[src/rtl/operand_skew_feeder_pkg.sv]
// Shared types and sizing for the operand skew feeder that drives one systolic array edge.
package operand_skew_feeder_pkg;

  function automatic int clog2_min1(input int value);
    return (value <= 1) ? 1 : $clog2(value);
  endfunction

  localparam int SYS_ARRAY_SIZE = 2;
  localparam int T_C            = 2;
  localparam int DATA_WIDTH     = 8;
  localparam int SKEW_DEPTH     = SYS_ARRAY_SIZE - 1;
  localparam int MCOUNT_W       = clog2_min1(T_C);

  typedef logic [DATA_WIDTH-1:0] data_t;
  typedef logic [MCOUNT_W-1:0]   mcount_t;

  typedef struct packed {
    data_t data;
    logic  last;
  } matrix_data_t;

  typedef matrix_data_t [SYS_ARRAY_SIZE-1:0] lane_vec_t;

  typedef enum logic [1:0] {
    FEED_IDLE,
    FEED_RUN,
    FEED_FLUSH
  } feeder_state_t;

endpackage

[src/rtl/operand_skew_feeder_if.sv]
// Row input handshake plus skewed lane outputs between the operand reader and one array edge.
interface operand_skew_feeder_if #(
  parameter int N          = operand_skew_feeder_pkg::SYS_ARRAY_SIZE,
  parameter int DATA_WIDTH = operand_skew_feeder_pkg::DATA_WIDTH
);
  import operand_skew_feeder_pkg::*;

  logic                    start_i;
  logic                    in_valid_i;
  logic                    in_ready_o;
  logic [N*DATA_WIDTH-1:0] in_data_i;
  matrix_data_t [N-1:0]    lane_o;
  logic [N-1:0]            lane_valid_o;
  logic                    busy_o;
  logic                    done_o;

  modport master (
    output start_i, in_valid_i, in_data_i,
    input  in_ready_o, lane_o, lane_valid_o, busy_o, done_o
  );

  modport slave (
    input  start_i, in_valid_i, in_data_i,
    output in_ready_o, lane_o, lane_valid_o, busy_o, done_o
  );
endinterface

[src/rtl/operand_skew_feeder_skew_delay_line.sv]
// Fixed-depth register chain for one lane; DEPTH=0 collapses to a wire.
module skew_delay_line
  import operand_skew_feeder_pkg::*;
#(
  parameter int DEPTH = SKEW_DEPTH
) (
  input  logic         clk_i,
  input  logic         rst_i,
  input  logic         in_valid_i,
  input  matrix_data_t in_data_i,
  output logic         out_valid_o,
  output matrix_data_t out_data_o
);

  generate
    if (DEPTH == 0) begin : g_pass
      assign out_valid_o = in_valid_i;
      assign out_data_o  = in_data_i;
    end else begin : g_chain
      logic [DEPTH-1:0]         valid_q;
      matrix_data_t [DEPTH-1:0] data_q;

      always_ff @(posedge clk_i) begin
        if (rst_i) begin
          valid_q <= '0;
          data_q  <= '0;
        end else begin
          valid_q[0] <= in_valid_i;
          data_q[0]  <= in_data_i;
          for (int k = 1; k < DEPTH; k++) begin
            valid_q[k] <= valid_q[k-1];
            data_q[k]  <= data_q[k-1];
          end
        end
      end

      assign out_valid_o = valid_q[DEPTH-1];
      assign out_data_o  = data_q[DEPTH-1];
    end
  endgenerate

endmodule

[src/rtl/operand_skew_feeder.sv]
// Accepts ROWS operand rows and re-emits them as N lanes, lane i lagging lane 0 by i cycles.
module operand_skew_feeder #(
  parameter int N          = operand_skew_feeder_pkg::SYS_ARRAY_SIZE,
  parameter int ROWS       = operand_skew_feeder_pkg::T_C,
  parameter int DATA_WIDTH = operand_skew_feeder_pkg::DATA_WIDTH
) (
  input logic                  clk_i,
  input logic                  rst_i,
  operand_skew_feeder_if.slave bus
);
  import operand_skew_feeder_pkg::*;

  localparam int ROW_W   = clog2_min1(ROWS);
  localparam int FLUSH_W = clog2_min1(N);

  typedef logic [ROW_W-1:0]   row_cnt_t;
  typedef logic [FLUSH_W-1:0] flush_cnt_t;

  localparam row_cnt_t   LAST_ROW   = row_cnt_t'(ROWS - 1);
  localparam flush_cnt_t LAST_FLUSH = flush_cnt_t'(N - 1);

  feeder_state_t        state;
  row_cnt_t             row_cnt;
  flush_cnt_t           flush_cnt;
  logic                 busy_q;
  logic                 done_q;
  logic                 accept;
  logic                 last_row;
  logic                 stage_v;
  matrix_data_t [N-1:0] stage_d;
  logic [N-1:0]         lane_v;
  matrix_data_t [N-1:0] lane_d;

  assign accept   = bus.in_valid_i && (state == FEED_RUN);
  assign last_row = accept && (row_cnt == LAST_ROW);

  // done is registered one step early so it lines up with lane N-1 showing last
  always_ff @(posedge clk_i) begin
    if (rst_i) begin
      state     <= FEED_IDLE;
      row_cnt   <= '0;
      flush_cnt <= '0;
      busy_q    <= 1'b0;
      done_q    <= 1'b0;
    end else begin
      unique case (state)
        FEED_IDLE: begin
          done_q <= 1'b0;
          if (bus.start_i) begin
            state   <= FEED_RUN;
            row_cnt <= '0;
            busy_q  <= 1'b1;
          end
        end
        FEED_RUN: begin
          if (last_row) begin
            state     <= FEED_FLUSH;
            flush_cnt <= '0;
            done_q    <= (N == 1);
          end else if (accept) begin
            row_cnt <= row_cnt + row_cnt_t'(1);
          end
        end
        FEED_FLUSH: begin
          if (flush_cnt == LAST_FLUSH) begin
            state     <= FEED_IDLE;
            flush_cnt <= '0;
            busy_q    <= 1'b0;
            done_q    <= 1'b0;
          end else begin
            flush_cnt <= flush_cnt + flush_cnt_t'(1);
            done_q    <= ((flush_cnt + flush_cnt_t'(1)) == LAST_FLUSH);
          end
        end
        default: state <= FEED_IDLE;
      endcase
    end
  end

  // Shared input register; a missed slot is loaded as an all-zero bubble
  always_ff @(posedge clk_i) begin
    if (rst_i) begin
      stage_v <= 1'b0;
      stage_d <= '0;
    end else begin
      stage_v <= accept;
      for (int i = 0; i < N; i++) begin
        stage_d[i].data <= accept ? bus.in_data_i[i*DATA_WIDTH +: DATA_WIDTH] : '0;
        stage_d[i].last <= last_row;
      end
    end
  end

  for (genvar g = 0; g < N; g++) begin : g_lane
    skew_delay_line #(
      .DEPTH(g)
    ) u_line (
      .clk_i      (clk_i),
      .rst_i      (rst_i),
      .in_valid_i (stage_v),
      .in_data_i  (stage_d[g]),
      .out_valid_o(lane_v[g]),
      .out_data_o (lane_d[g])
    );
  end

  assign bus.in_ready_o   = (state == FEED_RUN);
  assign bus.lane_valid_o = lane_v;
  assign bus.lane_o       = lane_d;
  assign bus.busy_o       = busy_q;
  assign bus.done_o       = done_q;

endmodule
[src/flat_wrapper.sv]
// flat-port wrapper written by rule: the top's interface ports become plain ports
module operand_skew_feeder_flat import operand_skew_feeder_pkg::*;
#(
  parameter int N          = operand_skew_feeder_pkg::SYS_ARRAY_SIZE,
  parameter int ROWS       = operand_skew_feeder_pkg::T_C,
  parameter int DATA_WIDTH = operand_skew_feeder_pkg::DATA_WIDTH
)
  (clk_i, rst_i, bus_start_i, bus_in_valid_i, bus_in_data_i, bus_in_ready_o, bus_lane_o, bus_lane_valid_o, bus_busy_o, bus_done_o);
  operand_skew_feeder_if #(.N(N), .DATA_WIDTH(DATA_WIDTH)) bus_i ();
  input logic clk_i;
  input logic rst_i;
  input wire logic [$bits(bus_i.start_i)-1:0] bus_start_i;
  input wire logic [$bits(bus_i.in_valid_i)-1:0] bus_in_valid_i;
  input wire logic [$bits(bus_i.in_data_i)-1:0] bus_in_data_i;
  output wire logic [$bits(bus_i.in_ready_o)-1:0] bus_in_ready_o;
  output wire logic [$bits(bus_i.lane_o)-1:0] bus_lane_o;
  output wire logic [$bits(bus_i.lane_valid_o)-1:0] bus_lane_valid_o;
  output wire logic [$bits(bus_i.busy_o)-1:0] bus_busy_o;
  output wire logic [$bits(bus_i.done_o)-1:0] bus_done_o;
  assign bus_i.start_i = bus_start_i;
  assign bus_i.in_valid_i = bus_in_valid_i;
  assign bus_i.in_data_i = bus_in_data_i;
  assign bus_in_ready_o = bus_i.in_ready_o;
  assign bus_lane_o = bus_i.lane_o;
  assign bus_lane_valid_o = bus_i.lane_valid_o;
  assign bus_busy_o = bus_i.busy_o;
  assign bus_done_o = bus_i.done_o;
  operand_skew_feeder #(.N(N), .ROWS(ROWS), .DATA_WIDTH(DATA_WIDTH)) u_core (.clk_i(clk_i), .rst_i(rst_i), .bus(bus_i));
endmodule
[config.mk]
export PLATFORM = sky130hd
export DESIGN_NAME = operand_skew_feeder_flat
export DESIGN_NICKNAME = d
export VERILOG_FILES = /design/src/rtl/operand_skew_feeder_pkg.sv /design/src/rtl/operand_skew_feeder_if.sv /design/src/rtl/operand_skew_feeder_skew_delay_line.sv /design/src/rtl/operand_skew_feeder.sv /design/src/flat_wrapper.sv
export SDC_FILE = /design/constraint.sdc
export NUM_CORES = 1
export LEC_CHECK = 0
export ABC_AREA = 1
export CAP_MARGIN = 10
export CELL_PAD_IN_SITES_DETAIL_PLACEMENT = 1
export CELL_PAD_IN_SITES_GLOBAL_PLACEMENT = 1
export CORE_AREA = 2 2 65 73
export CTS_CLUSTER_SIZE = 16
export DETAILED_ROUTE_END_ITERATION = 12
export DIE_AREA = 0 0 67 75
export PLACE_DENSITY = 0.79
export SYNTH_ARGS = -nofsm -noshare
export SYNTH_HDL_FRONTEND = slang
export SYNTH_HIERARCHICAL = 1
export SYNTH_SLANG_ARGS = --single-unit
[constraint.sdc]
create_clock -name clk_i -period 1 [get_ports clk_i]
set_clock_uncertainty 0.1 [all_clocks]
set_input_delay 0.1 -clock clk_i [delete_from_list [all_inputs] [get_ports clk_i]]
set_output_delay 0.1 -clock clk_i [all_outputs]
set_load 0.005 [all_outputs]
[After elaboration in Yosys (flattened, before gate mapping)]
Cells that the tools add are included.
Cells by class
  shift-type cells: 0
  order comparisons: 0
  div/mod/pow operators: 0
  reduce and logical (&&, ||, !) cells: 13
  $add $sub $neg: 2
  muxes and demuxes: 15
  multiply operators: 0
  equal/unequal tests: 7
  bitwise gates (word level): 1
Operators by type and width (number)
  1-bit 2-to-1 mux: 7
  2-bit 2-to-1 mux: 3
  2-bit by 1-bit != test with 1-bit output, second input constant: 3
  1-bit one-hot mux with 2 select lines: 3
  2-bit one-hot mux with 3 select lines: 1
  3-bit AND reduction: 2
  2-bit nonzero test: 3
  2-bit != test, second input constant: 2
  2-bit AND reduction: 2
  4-bit AND reduction: 1
  1-bit one-hot mux with 3 select lines: 1
  3-bit nonzero test: 1
  1-bit adder, second input constant: 2
  2-bit by 1-bit == test with 1-bit output, second input constant: 1
  2-bit == test, second input constant: 1
  1-bit logical AND: 2
  2-bit logical NOT: 1
  2-bit OR reduction: 1
  1-bit inverter: 1
Word-level totals
  output and inout port bits: 23
  memories kept: 0
  latch bits: 0
  logic and storage cells: 50
  input port bits: 20
  memory bits (writable): 0
  flip-flop bits (word level): 34
  ROM bits: 0

[Longest topological paths before layout]
  word-level depth: 5
  mapped depth: 5
  gate-level depth less buffers: 5

[Hierarchy]
Netlist, hierarchy kept.
Modules (own cells, without submodules)
  operand_skew_feeder: instances 1, cells each 90, sequential area each 480.5 sq um, area each 802.0 sq um
  skew_delay_line (u_core.g_lane[1].u_line): instances 1, cells each 31, sequential area each 200.2 sq um, area each 286.5 sq um
  skew_delay_line (u_core.g_lane[0].u_line): instances 1, cells each 10, sequential area each 0.0 sq um, area each 75.1 sq um

[Worst setup path after synthesis]
OpenSTA, ideal clock, no wires.
  kind: register to register
  from: register u_core.state[0]
  to: register u_core/stage_d[9] (netlist name)
  cell stages (with the launch flop): 6
  period minus slack after synthesis: 1082 ps
  arrival time: 921 ps
  path buffers: 1
  library setup time: 62 ps
  slack: -82 ps
  data required time: 838 ps
  cell sequence: dfxtp_1 inv_2 nor2_4 nand3_4 buf_6 nor2_2
On the way
  cells in the longest elaborated chain, start to end: 3
Ends and longest elaborated chain
  start, declared: line operand_skew_feeder.sv:22  | feeder_state_t state;
  start signal, assigned: line operand_skew_feeder.sv:40  | state <= FEED_IDLE;
  start signal, assigned: line operand_skew_feeder.sv:50  | state <= FEED_RUN;
  start signal, assigned: line operand_skew_feeder.sv:57  | state <= FEED_FLUSH;
  2-bit by 1-bit == test with 1-bit output
  net bus_in_ready_o: line flat_wrapper.sv:15  | output wire logic [$bits(bus_i.in_ready_o)-1:0] bus_in_ready_o;
  1-bit logical AND: line operand_skew_feeder.sv:34  | assign accept = bus.in_valid_i && (state == FEED_RUN);
  1-bit logical AND: line operand_skew_feeder.sv:35  | assign last_row = accept && (row_cnt == LAST_ROW);
  end, declared: line operand_skew_feeder.sv:30  | matrix_data_t [N-1:0] stage_d;
The timed path passes the listed nets, and every way through them passes these cells.
A chain may end at the register's enable or synchronous reset.

[Worst setup path after layout]
  from: register u_core.state[0]
  to: output port bus_in_ready_o
On the way
  cells in the longest elaborated chain, start to end: 1
Ends and longest elaborated chain
  2-bit by 1-bit == test with 1-bit output: line operand_skew_feeder.sv:107  | assign bus.in_ready_o = (state == FEED_RUN);
  end, declared: line flat_wrapper.sv:15
No other way between the ends.

==> results by group <==
Power and ir drop
  – Combinational Power Share: 0.091
  – Pint: 2.073 mW
  – Reported leakage power: 0.7900 nW
  – Sequential power share: 0.527
  – Power Density: 1587 mW/mm^2
  – VDD IR-drop max: 602.1 uV
  – Net switching power figure: 583.7 uW
  – Clock share of power: 0.382
  – Fraction of power spent switching nets: 0.2197

Floorplan
  – Die area: 0.005025 mm^2
  – Die height: around 75 um
  – Placeable core region: 0.004254 mm^2
  – Overall die width: 67 um
  – Row count: 25
  – Number of top-level pins: 43
  – Initial Util: 0.2735

Drt
  – Remaining routing DRC violations: 0
  – DRT iter0 DRCs: 24
  – Vias per std cell: 3.765
  – Router iterations before antenna repair: 2
  – Avg WL per Cell: ~10 um
  – Detail Route Antenna Nets: 0
  – Total via count in the routed design: a little under 900
  – Wire length reported by the detailed router: 2.304 mm

Yosys
  – Synth warn: 6
  – Number of distinct library cells after synthesis: 15
  – Post-synthesis sequential element count: 34
  – Register area share after synthesis: 0.5849
  – Syn_area_per_cell: 8.883 um^2
  – Netlist area before placement: 0.001164 mm^2
  – Number of standard cells after synthesis: 131
  – Syn Nets: roughly 150

Hold path
  – Min-delay worst type: primary input to register
  – Hold path start: bus_in_data_i[0]

Timing
  – Final max-slew violation count: 0
  – Final setup violation count: 25
  – Slew at the pin closest to its max-slew limit: 199.5 ps
  – RSZ-0062 raised after global routing: yes
  – Worst setup margin: -70.61 ps
  – Final worst hold slack: 239.7 ps
  – Number of hold violations in the final report: 0
  – Clock period minus worst slack: 1071 ps
  – Remaining max-slew budget at the tightest pin: 0.8664
  – Highest clock frequency the design can meet: 934.0 MHz
  – Tcrit/Tclk final: 1.071

Worst setup path
  – Setup slack, reg-to-reg: -60 ps
  – Arrival @ worst endpoint: 870 ps
  – Data required time of the critical path: 800 ps
  – CP startpoint kind: register
  – Critical-path maximum fanout: 2
  – Source of the critical timing path: u_core/state[0]
  – FF-to-FF Start: u_core/state[0]
  – Classification of the worst setup path: register to primary output
  – Endpoint kind of the worst setup timing path: primary output

Cells and area
  – Number of cells in the finished layout apart from fillers: 230
  – Fraction of final layout cells sized beyond drive strength 1: 0.4091
  – Commonest cells after routing, fill and taps aside: 32 x inv_1, 24 x dfxtp_1, 19 x clkdlybuf4s50_1, 14 x nor2_2, 13 x nor2_1
  – Antenna cells: 0
  – Leading cell type in the layout, fill and taps excluded: inv_1
  – Fin nets: 195
  – Area growth from synthesis to layout: 43.87%
  – Final-layout fill cell count: 537
  – Final design area excluding fillers: 0.001674 mm^2

Place
  – Instance area after placement: roughly 0.0016 mm^2
  – Final weighted congestion of routability-driven global placement: roughly 0.74
  – Port Buffer Count: 42
  – Half-perimeter wire length after placement: approximately 1.8 mm
  – Dpl ws: -276.1 ps
  – Post-placement cell count: 221

Clock tree
  – Clock sink total: 34
  – Deepest clock path buffer count: 2
  – TritonCTS buffer count: 5
  – Clock tree from TritonCTS: yes
  – Register clock-pin slew on the reported worst setup and hold paths: roughly 70 ps
  – CTS H-tree depth: 2
  – Clock root cell: clkbuf_8
  – Clock insertion delay at the later pin of the skew report: about 280 ps

Global route
  – Total congestion overflow: 0
  – First-pass GRT wire length: 3.629 mm
  – Total Routing Usage GR: 0.1033
  – Largest net degree at the start of global routing: 19
  – Via count of the first global-routing pass: between 800 and 900
  – Initial antenna violation count: 0

Flow run
  – Max-Cap Viols: 0

Run status
  – Violated checks: negative setup slack
  – Run status: finished, violations left
[registers in the layout, indices dropped and copies added, names as in the netlist]
name and flops:
u_core/g_lane.u_line/out_valid_o 1, u_core/stage_d 17, u_core/bus.done_o 1, u_core/bus.busy_o 1, u_core/g_lane.u_line/out_data_o 9, u_core/flush_cnt 1, u_core/row_cnt 1, u_core/state 2
u_core/stage_v 1
[repair_timing]
action	CTS	global route
endpoints found under the setup margin	47	38
endpoints found under the hold margin	0	0
pin swaps	0	1
setup buffers	1	0
resized for setup	80	31
hold buffers	0	0
[cell type report]
type | count | area (um^2) | area share
flip-flops and latches | 34 | 698.2 | 0.4170
repair buffers | 49 | 381.6 | 0.2280
multi-input cells | 51 | 302.8 | 0.1809
inverters | 34 | 132.6 | 0.07922
clock buffers | 7 | 86.33 | 0.05157
well taps | 54 | 67.56 | 0.04036
clock inverters | 1 | 5.005 | 0.002990
[power groups by stage]
stage | clock (mW) | sequential, mW | combinational, mW
floorplan | 0 | 1.43 | 0.0997
global placement | 0 | 1.43 | 0.234
detailed placement | 0 | 1.43 | 0.242
CTS | 1.05 | 1.40 | 0.236
global route | 1.12 | 1.40 | 0.269
finish | 1.01 | 1.40 | 0.243
[critical path, cell delays in order (launching register included)]
cell     delay [ps]
dfxtp_4         350
inv_2            40
nor2_4           90
buf_2           120
[kinds of logic after synthesis]
| family | share of synthesized area |
|---|---|
| and+or+nand+nor | 0.1849 |
| DFF | 0.5849 |
| buffers and inverters | 0.1935 |
| AOI/OAI and AO/OA | 0.03656 |
[per-layer routing]
metal | vias up | track usage | wire length, um
li1 | 448 | - | -
met1 | 382 | 0.09546 | 801
met2 | 29 | 0.1870 | 1273
met3 | 7 | 0.02691 | 146
met4 | 0 | 0.08844 | 82
met5 | - | 0 | 0
[through the flow]
step	util	power [mW]	setup TNS [ps]
detailed placement	0.3768	1.673	-6931
global route	0.3935	2.795	-2272
global placement	0.3768	1.665	-6620
CTS	0.3968	2.690	-1711
floorplan	-	1.532	-166.8
finish	0.3935	2.656	-1193
[Yosys cell counts]
| master | instances | area share |
|---|---|---|
| dfxtp_1 | 34 | 0.58 |
| inv_1 | 33 | 0.11 |
| nor2_1 | 21 | 0.068 |
| buf_4 | 10 | 0.065 |
| nand2_1 | 9 | 0.029 |
| nor2_2 | 8 | 0.043 |
| a21oi_1 | 6 | 0.026 |
| buf_6 | 2 | 0.019 |
| nor2_4 | 2 | 0.019 |
| inv_2 | 1 | 0.0032 |
| nand3_1 | 1 | 0.0043 |
| nand3_4 | 1 | 0.015 |
| nor3b_1 | 1 | 0.0065 |
| o211ai_1 | 1 | 0.0065 |
| o21ai_0 | 1 | 0.0043 |
[final timing paths]
| kind | endpoint | cells past startpoint |
|---|---|---|
| worst min-delay path | u_core/stage_d[1] | 3 |
| worst max-delay path | bus_in_ready_o | 3 |
| worst min register to register | u_core/g_lane[1].u_line/out_data_o[4] | 2 |
| worst max register to register | u_core/bus.busy_o | 5 |
Note: power is estimated with default switching activity, not from simulation.
